===== config.mk =====
export PLATFORM = sky130hd
export DESIGN_NAME = comb
export DESIGN_NICKNAME = d
export VERILOG_FILES = /design/src/rtl/comb_pkg.sv /design/src/rtl/comb_alu.sv /design/src/rtl/comb.sv
export SDC_FILE = /design/constraint.sdc
export NUM_CORES = 1
export LEC_CHECK = 0
export ABC_AREA = 1
export BUFFER_PORTS_ARGS = -buffer_cell sky130_fd_sc_hd__buf_2
export CORE_MARGIN = 5
export CORE_UTILIZATION = 50
export CTS_CLUSTER_SIZE = 24
export DETAILED_ROUTE_END_ITERATION = 10
export GPL_TIMING_DRIVEN = 0
export PLACE_DENSITY = 0.73
export SLEW_MARGIN = 20
export SYNTH_ARGS = -nofsm -noshare
export SYNTH_HDL_FRONTEND = slang
export SYNTH_HIERARCHICAL = 1
export SYNTH_SLANG_ARGS = --single-unit

===== constraint.sdc =====
create_clock -name clk -period 3.2 [get_ports clk]
set_input_delay 0.32 -clock clk [delete_from_list [all_inputs] [get_ports clk]]
set_output_delay 0.32 -clock clk [all_outputs]
set_load 0.005 [all_outputs]

===== src/rtl/comb_pkg.sv =====
// Shared definitions for the comb block: operation codes and the default
// constant set selected by MyConstantSelect.
package comb_pkg;

  typedef enum logic [1:0] {
    OP_ADD = 2'd0,
    OP_SUB = 2'd1,
    OP_AND = 2'd2,
    OP_XOR = 2'd3
  } op_e;

  localparam logic [7:0] K0_DEF = 8'd1;
  localparam logic [7:0] K1_DEF = 8'd16;
  localparam logic [7:0] K2_DEF = 8'd100;
  localparam logic [7:0] K3_DEF = 8'd255;

endpackage


===== src/rtl/comb_alu.sv =====
// Purely combinational ALU: result and per-operation status from A, K and op.
module comb_alu
  import comb_pkg::*;
(
  input  logic [7:0] a,
  input  logic [7:0] k,
  input  op_e        op,
  output logic [7:0] result,
  output logic       status
);

  logic [8:0] sum_s;
  logic [8:0] diff_s;
  logic [7:0] and_s;
  logic [7:0] xor_s;

  // Operation select; bit 8 of the 9-bit sum/difference is carry/borrow
  always_comb begin
    sum_s  = {1'b0, a} + {1'b0, k};
    diff_s = {1'b0, a} - {1'b0, k};
    and_s  = a & k;
    xor_s  = a ^ k;
    result = 8'd0;
    status = 1'b0;
    case (op)
      OP_ADD: begin
        result = sum_s[7:0];
        status = sum_s[8];
      end
      OP_SUB: begin
        result = diff_s[7:0];
        status = diff_s[8];
      end
      OP_AND: begin
        result = and_s;
        status = (and_s == 8'd0);
      end
      OP_XOR: begin
        result = xor_s;
        status = (xor_s == 8'd0);
      end
      default: begin
        result = 8'd0;
        status = 1'b0;
      end
    endcase
  end

endmodule


===== src/rtl/comb.sv =====
// comb top: constant mux feeding comb_alu, with registered result and status
// (one cycle latency, synchronous active-low reset).
module comb
  import comb_pkg::*;
#(
  parameter logic [7:0] K0 = K0_DEF,
  parameter logic [7:0] K1 = K1_DEF,
  parameter logic [7:0] K2 = K2_DEF,
  parameter logic [7:0] K3 = K3_DEF
) (
  input  logic       clk,
  input  logic       reset_n,
  input  logic [7:0] MyInput,
  input  logic [1:0] MyConstantSelect,
  input  logic [1:0] MyOperation,
  output logic       MyStatus,
  output logic [7:0] MyOutput
);

  logic [7:0] k_s;
  logic [7:0] result_s;
  logic       status_s;

  // All four selects map to a constant, so a plain two-level mux suffices
  assign k_s = MyConstantSelect[1] ? (MyConstantSelect[0] ? K3 : K2)
                                   : (MyConstantSelect[0] ? K1 : K0);

  comb_alu u_alu (
    .a      (MyInput),
    .k      (k_s),
    .op     (op_e'(MyOperation)),
    .result (result_s),
    .status (status_s)
  );

  // Output registers; reset wins over any operation presented in the same cycle
  always_ff @(posedge clk) begin
    if (!reset_n) begin
      MyOutput <= 8'd0;
      MyStatus <= 1'b0;
    end else begin
      MyOutput <= result_s;
      MyStatus <= status_s;
    end
  end

endmodule


---- Word-level counts from Yosys, hierarchy flattened ----
Index checks and enable logic that the tools add are counted.
W data, S select, Z words.
word-level totals
  bits of input ports ..................... 14
  logic and storage cells ................. 17
  register bits after elaboration ......... 9
  output and inout port bits .............. 9
cells by class
  add/sub/neg operators ................... 2
  equal/unequal tests ..................... 3
  reductions and logical operators ........ 3
  bitwise gates (word level) .............. 2
  multiplexer cells ....................... 5
operators by type and width
  cell                  number
  $pmux W8 S4           1
  $logic_not A8 Y1      2
  $mux W8               2
  $add A8 B8 Y9         1
  $sub A8 B8 Y9         1
  $and A8 B8 Y8         1
  $xor A8 B8 Y8         1
  $mux W5               1
  $eq A2 B2 Y1 const B  2
  $pmux W1 S4           1
  $eq A2 B1 Y1 const B  1
  $logic_not A2 Y1      1

---- Depth between registers and ports, before layout ----
  word-level depth ........................ 5
  mapped depth ............................ 15
  mapped depth without buffers ............ 14

---- Hierarchy ----
The synthesis kept the hierarchy.
modules (own cells, without submodules)
  module    area an instance (µm²)  sequential area each (µm²)  cells each  instances
  comb_alu  1007.2                  0.0                         186         1
  comb      275.3                   180.2                       30          1

---- Least setup slack after synthesis ----
Ideal clock, no wire load.
  kind .................................... input -> register
  start point ............................. input port MyConstantSelect[0]
  end point ............................... register MyOutput[6]
  setup time .............................. 0.109 ns
  buffers on the path ..................... 0
  stages .................................. 13
  arrival time ............................ 1.804 ns
  required time ........................... 3.091 ns
  slack ................................... 1.287 ns
  path through ............................ ha_1 > inv_1 > ha_1 > inv_1 > fa_1 > inv_1 > nand4_1 > nand3_1 > nand2_1 > nand3_1 > nand3_1 > nand2_1 > inv_1
on the way
  word-level cells in the longest chain between the ends .. 4
  elaborated cells between the ends (all ways) .. 6
  those cells by class .................... add/sub (2); mux (4)
RTL lines
  item                                                   RTL line                        RTL
  start, declared                                        comb.sv:14                      input logic [1:0] MyConstantSelect,
  $mux W5 / $mux W8 (equally long branches)              comb.sv:26, comb.sv:25
  $mux W8 *                                              comb.sv:25                      assign k_s = MyConstantSelect[1] ? (MyConstantSelect[0] ? K3 : K2)
  named net k_s[0]                                       comb.sv:20                      logic [7:0] k_s;
  $sub A8 B8 Y9 / $add A8 B8 Y9 (equally long branches)  comb_alu.sv:20, comb_alu.sv:19
  $pmux W8 S4 *                                          comb_alu.sv:25                  case (op)
  named net result_s[6]                                  comb.sv:21                      logic [7:0] result_s;
  end signal, assigned                                   comb.sv:42                      MyOutput <= result_s;
  end, declared                                          comb.sv:17                      output logic [7:0] MyOutput
The timed path passes the listed nets; every way through them passes the cells marked *.
A chain may end at the register's enable or synchronous reset.

---- Final worst setup path ----
  start point ............................. input port MyConstantSelect[1]
  end point ............................... register MyOutput[6]
on the way
  word-level cells in the longest chain between the ends .. 3
  elaborated cells between the ends (all ways) .. 6
  those cells by class .................... add/sub (2); mux (2); bitwise (2)
RTL lines
  item                                                   RTL line
  $mux W8 *                                              comb.sv:25
  named net k_s[0]                                       comb.sv:20
  $sub A8 B8 Y9 / $add A8 B8 Y9 (equally long branches)  comb_alu.sv:20, comb_alu.sv:19
  $pmux W8 S4 *                                          comb_alu.sv:25
  named net result_s[6]                                  comb.sv:21
Marks and branches as above.

==> results by group <==
Placed design
  – Final HPWL DP: 2590 µm
  – Gpl congestion: 0.927
  – Port-buffer cells: 21

Clocking
  – Maximum clock path buffer count: 2
  – Htree depth: 1
  – CTS Sinks: 9
  – Hold buffers post-CTS: 0
  – TritonCTS clock tree: yes
  – Cts bufs inserted: 3
  – Clk slew on worst S/H paths: 0.05 ns
  – # Post-CTS Setup Buffers: 0
  – Clock root buffer master: clkbuf_4
  – Post-CTS sizing: 0

Logic synthesis
  – Synthesized area: 1280 µm²
  – Synthesized instance count: 216
  – Number of synthesized register bits: 9
  – Syn_area_per_cell: 5.94 µm²
  – Post-synthesis cell type count: 25
  – Post-synthesis sequential area ratio: 14.0%
  – YS warnings: 6
  – Synthesized net count: 249

Run status
  – Status: completed

Final layout
  – Diodes inserted: 0
  – Commonest non-fill, non-tap cell in the layout: nand2_1
  – Fill cells: 279
  – Most frequent cells in the layout: 58 x nand2_1, 52 x inv_1, 23 x buf_2
  – Nets: 275
  – Share of post-route cells with drive strength above 1: 14.9%
  – Final core occ: 59.1%
  – Area grow syn2layout: 13.2%

Timing
  – RSZ-0062 raised after global routing: no
  – Worst relative slew slack: 63.3%
  – Fin crit period: 2.07 ns
  – Final hold vios: 0
  – Maximum clock frequency: 0.483 GHz
  – Slew @ Worst Pin: 0.548 ns
  – Setup TNS: 0 ns
  – Final setup fails: 0
  – Crit share post-route: 64.6%
  – Slew Limit Fails: 0

Pwr
  – Clk network pwr share: 19.6%
  – Combinational power share: 50.3%
  – Switching power total: 0.165 mW
  – Switching Share: 39.7%
  – Cell internal pwr: 0.251 mW
  – Leakage: 0.895 nW
  – P per Cell Area: 287 nW/µm²
  – Peak VDD IR: 0.222 mV
  – Sequential Power Share: 30.1%

Global routing
  – Initial antenna violation count: 0
  – Pin count of the biggest net entering global routing: 10
  – Vias in the first global route: 1196
  – Total track usage: 17.7%
  – First-pass GRT wire length: 5020 µm
  – Grt ovf: 0

Detailed routing
  – WL per Instance: 11.4 µm
  – 1st-iter DRT viols: 69
  – Drt pass-1 iters: 5
  – Via density: 5.05
  – Routed Antenna Nets: 0
  – DRC Markers: 0
  – Vias: 1368
  – Drt total wl: 3080 µm

Hold path
  – Worst Hold Launch: reset_n
  – Worst Hold Class: input port to register
  – Hold Path Depth: 3

Worst setup path
  – CP Depth: 15
  – Slowest cell on the critical path: fa_1
  – Buffers and inverters on the worst path: 4
  – CP max stage delay: 0.41 ns
  – Endpoint type of the worst setup path: register
  – Worst Setup SP: MyConstantSelect[1]
  – Most common cell on crit path: nand2_1
  – Delay-heaviest family, CP: adder cells
  – Crit path kind: input port to register
  – Crit path cell chain: buf_2, ha_1, inv_1, ha_1, fa_1, inv_1, nand2_1, nand2_1, nand4_1, nand2_1, nand2_1, nand3_1, nand3_1, nand2_1, inv_1
  – CP Data Required Time: 3.35 ns
  – Critical Path AT: 2.22 ns
  – Crit start category: input port
  – Maximum fanout along the worst path: 7

Floorplanning
  – Core area: 2450 µm²
  – Die width: 60.6 µm
  – Die height: 60.6 µm
  – Boundary pin count: 23
  – Num rows: 18
  – Initial Util: 52.2%
  – Area of the die: 3680 µm²

Job
  – Max-Cap Viols: 0
==> cell type report <==
| type | instances | area, µm² | share of cell area [%] |
|---|---|---|---|
| Buffer | 5 | 43.8 | 3.02 |
| Clock buffer | 4 | 26.3 | 1.81 |
| Inverter | 54 | 203 | 14.0 |
| Multi-Input combinational cell | 148 | 856 | 59.0 |
| Sequential cell | 9 | 180 | 12.4 |
| Tap cell | 30 | 37.5 | 2.59 |
| Timing Repair Buffer | 21 | 105 | 7.24 |
==> final timing paths <==
| check | endpoint |
|---|---|
| min | MyOutput[5] |
| max | MyOutput[6] |
==> sequential cells by signal, indices dropped and copies added, names as in the netlist <==
| register | flops |
|---|---|
| MyStatus | 1 |
| MyOutput | 8 |
==> routing by layer <==
| layer | vias to the layer above | global-route usage [%] | share of wire (%) |
|---|---|---|---|
| met3 | 4 | 1.06 | 8.9 |
| met2 | 64 | 31.5 | 45 |
| met1 | 577 | 22.5 | 45 |
| met5 | - | 0 | 0 |
| li1 | 723 | - | - |
| met4 | 0 | 6.19 | 1.2 |
==> cell usage after synthesis, drive strengths merged <==
library cell,instances,area share [%]
nand3,23,9.4
a21oi,8,3.4
nand2,60,18
o22ai,4,2.0
o211ai,1,0.59
xnor2,1,0.68
dfxtp,9,14
a221oi,1,0.68
xor2,1,0.68
nor2,11,3.2
o21ai,7,2.7
buf,5,3.4
nor3,5,2.3
ha,17,17
nand4,6,2.9
inv,54,16
fa,2,3.1
a31oi,1,0.49
==> kinds of logic after synthesis <==
| family | synth area share, % |
|---|---|
| AOI/OAI and AO/OA | 9.85 |
| xor gates and xnor gates | 1.37 |
| adders and majority gates | 19.7 |
| buffers and inverters | 19.2 |
| DFF | 14.0 |
| and+or+nand+nor | 35.8 |
==> stage by stage <==
step                      hold slack (ns)  cells  setup WS, ns  total power [mW]  cell area [µm²]
after floorplan                     0.523    216          1.29             0.278             1280
after global placement              0.545    267         0.914             0.332             1430
after detailed placement            0.546    267         0.895             0.335             1430
after CTS                           0.282    271          1.16             0.418             1450
after global routing                0.297    271         0.939             0.454             1450
final                               0.285    271          1.13             0.416             1450
==> power groups by stage <==
stage	Combinational, mW	Sequential [mW]	Clock [mW]
6_report	0.209	0.125	0.0815
5_1_grt	0.239	0.126	0.0893
4_1_cts	0.208	0.125	0.0852
3_5_place_dp	0.207	0.128	0
3_3_place_gp	0.204	0.127	0
2_1_floorplan	0.149	0.130	0
No activity file was read; power rests on OpenSTA's default activity.
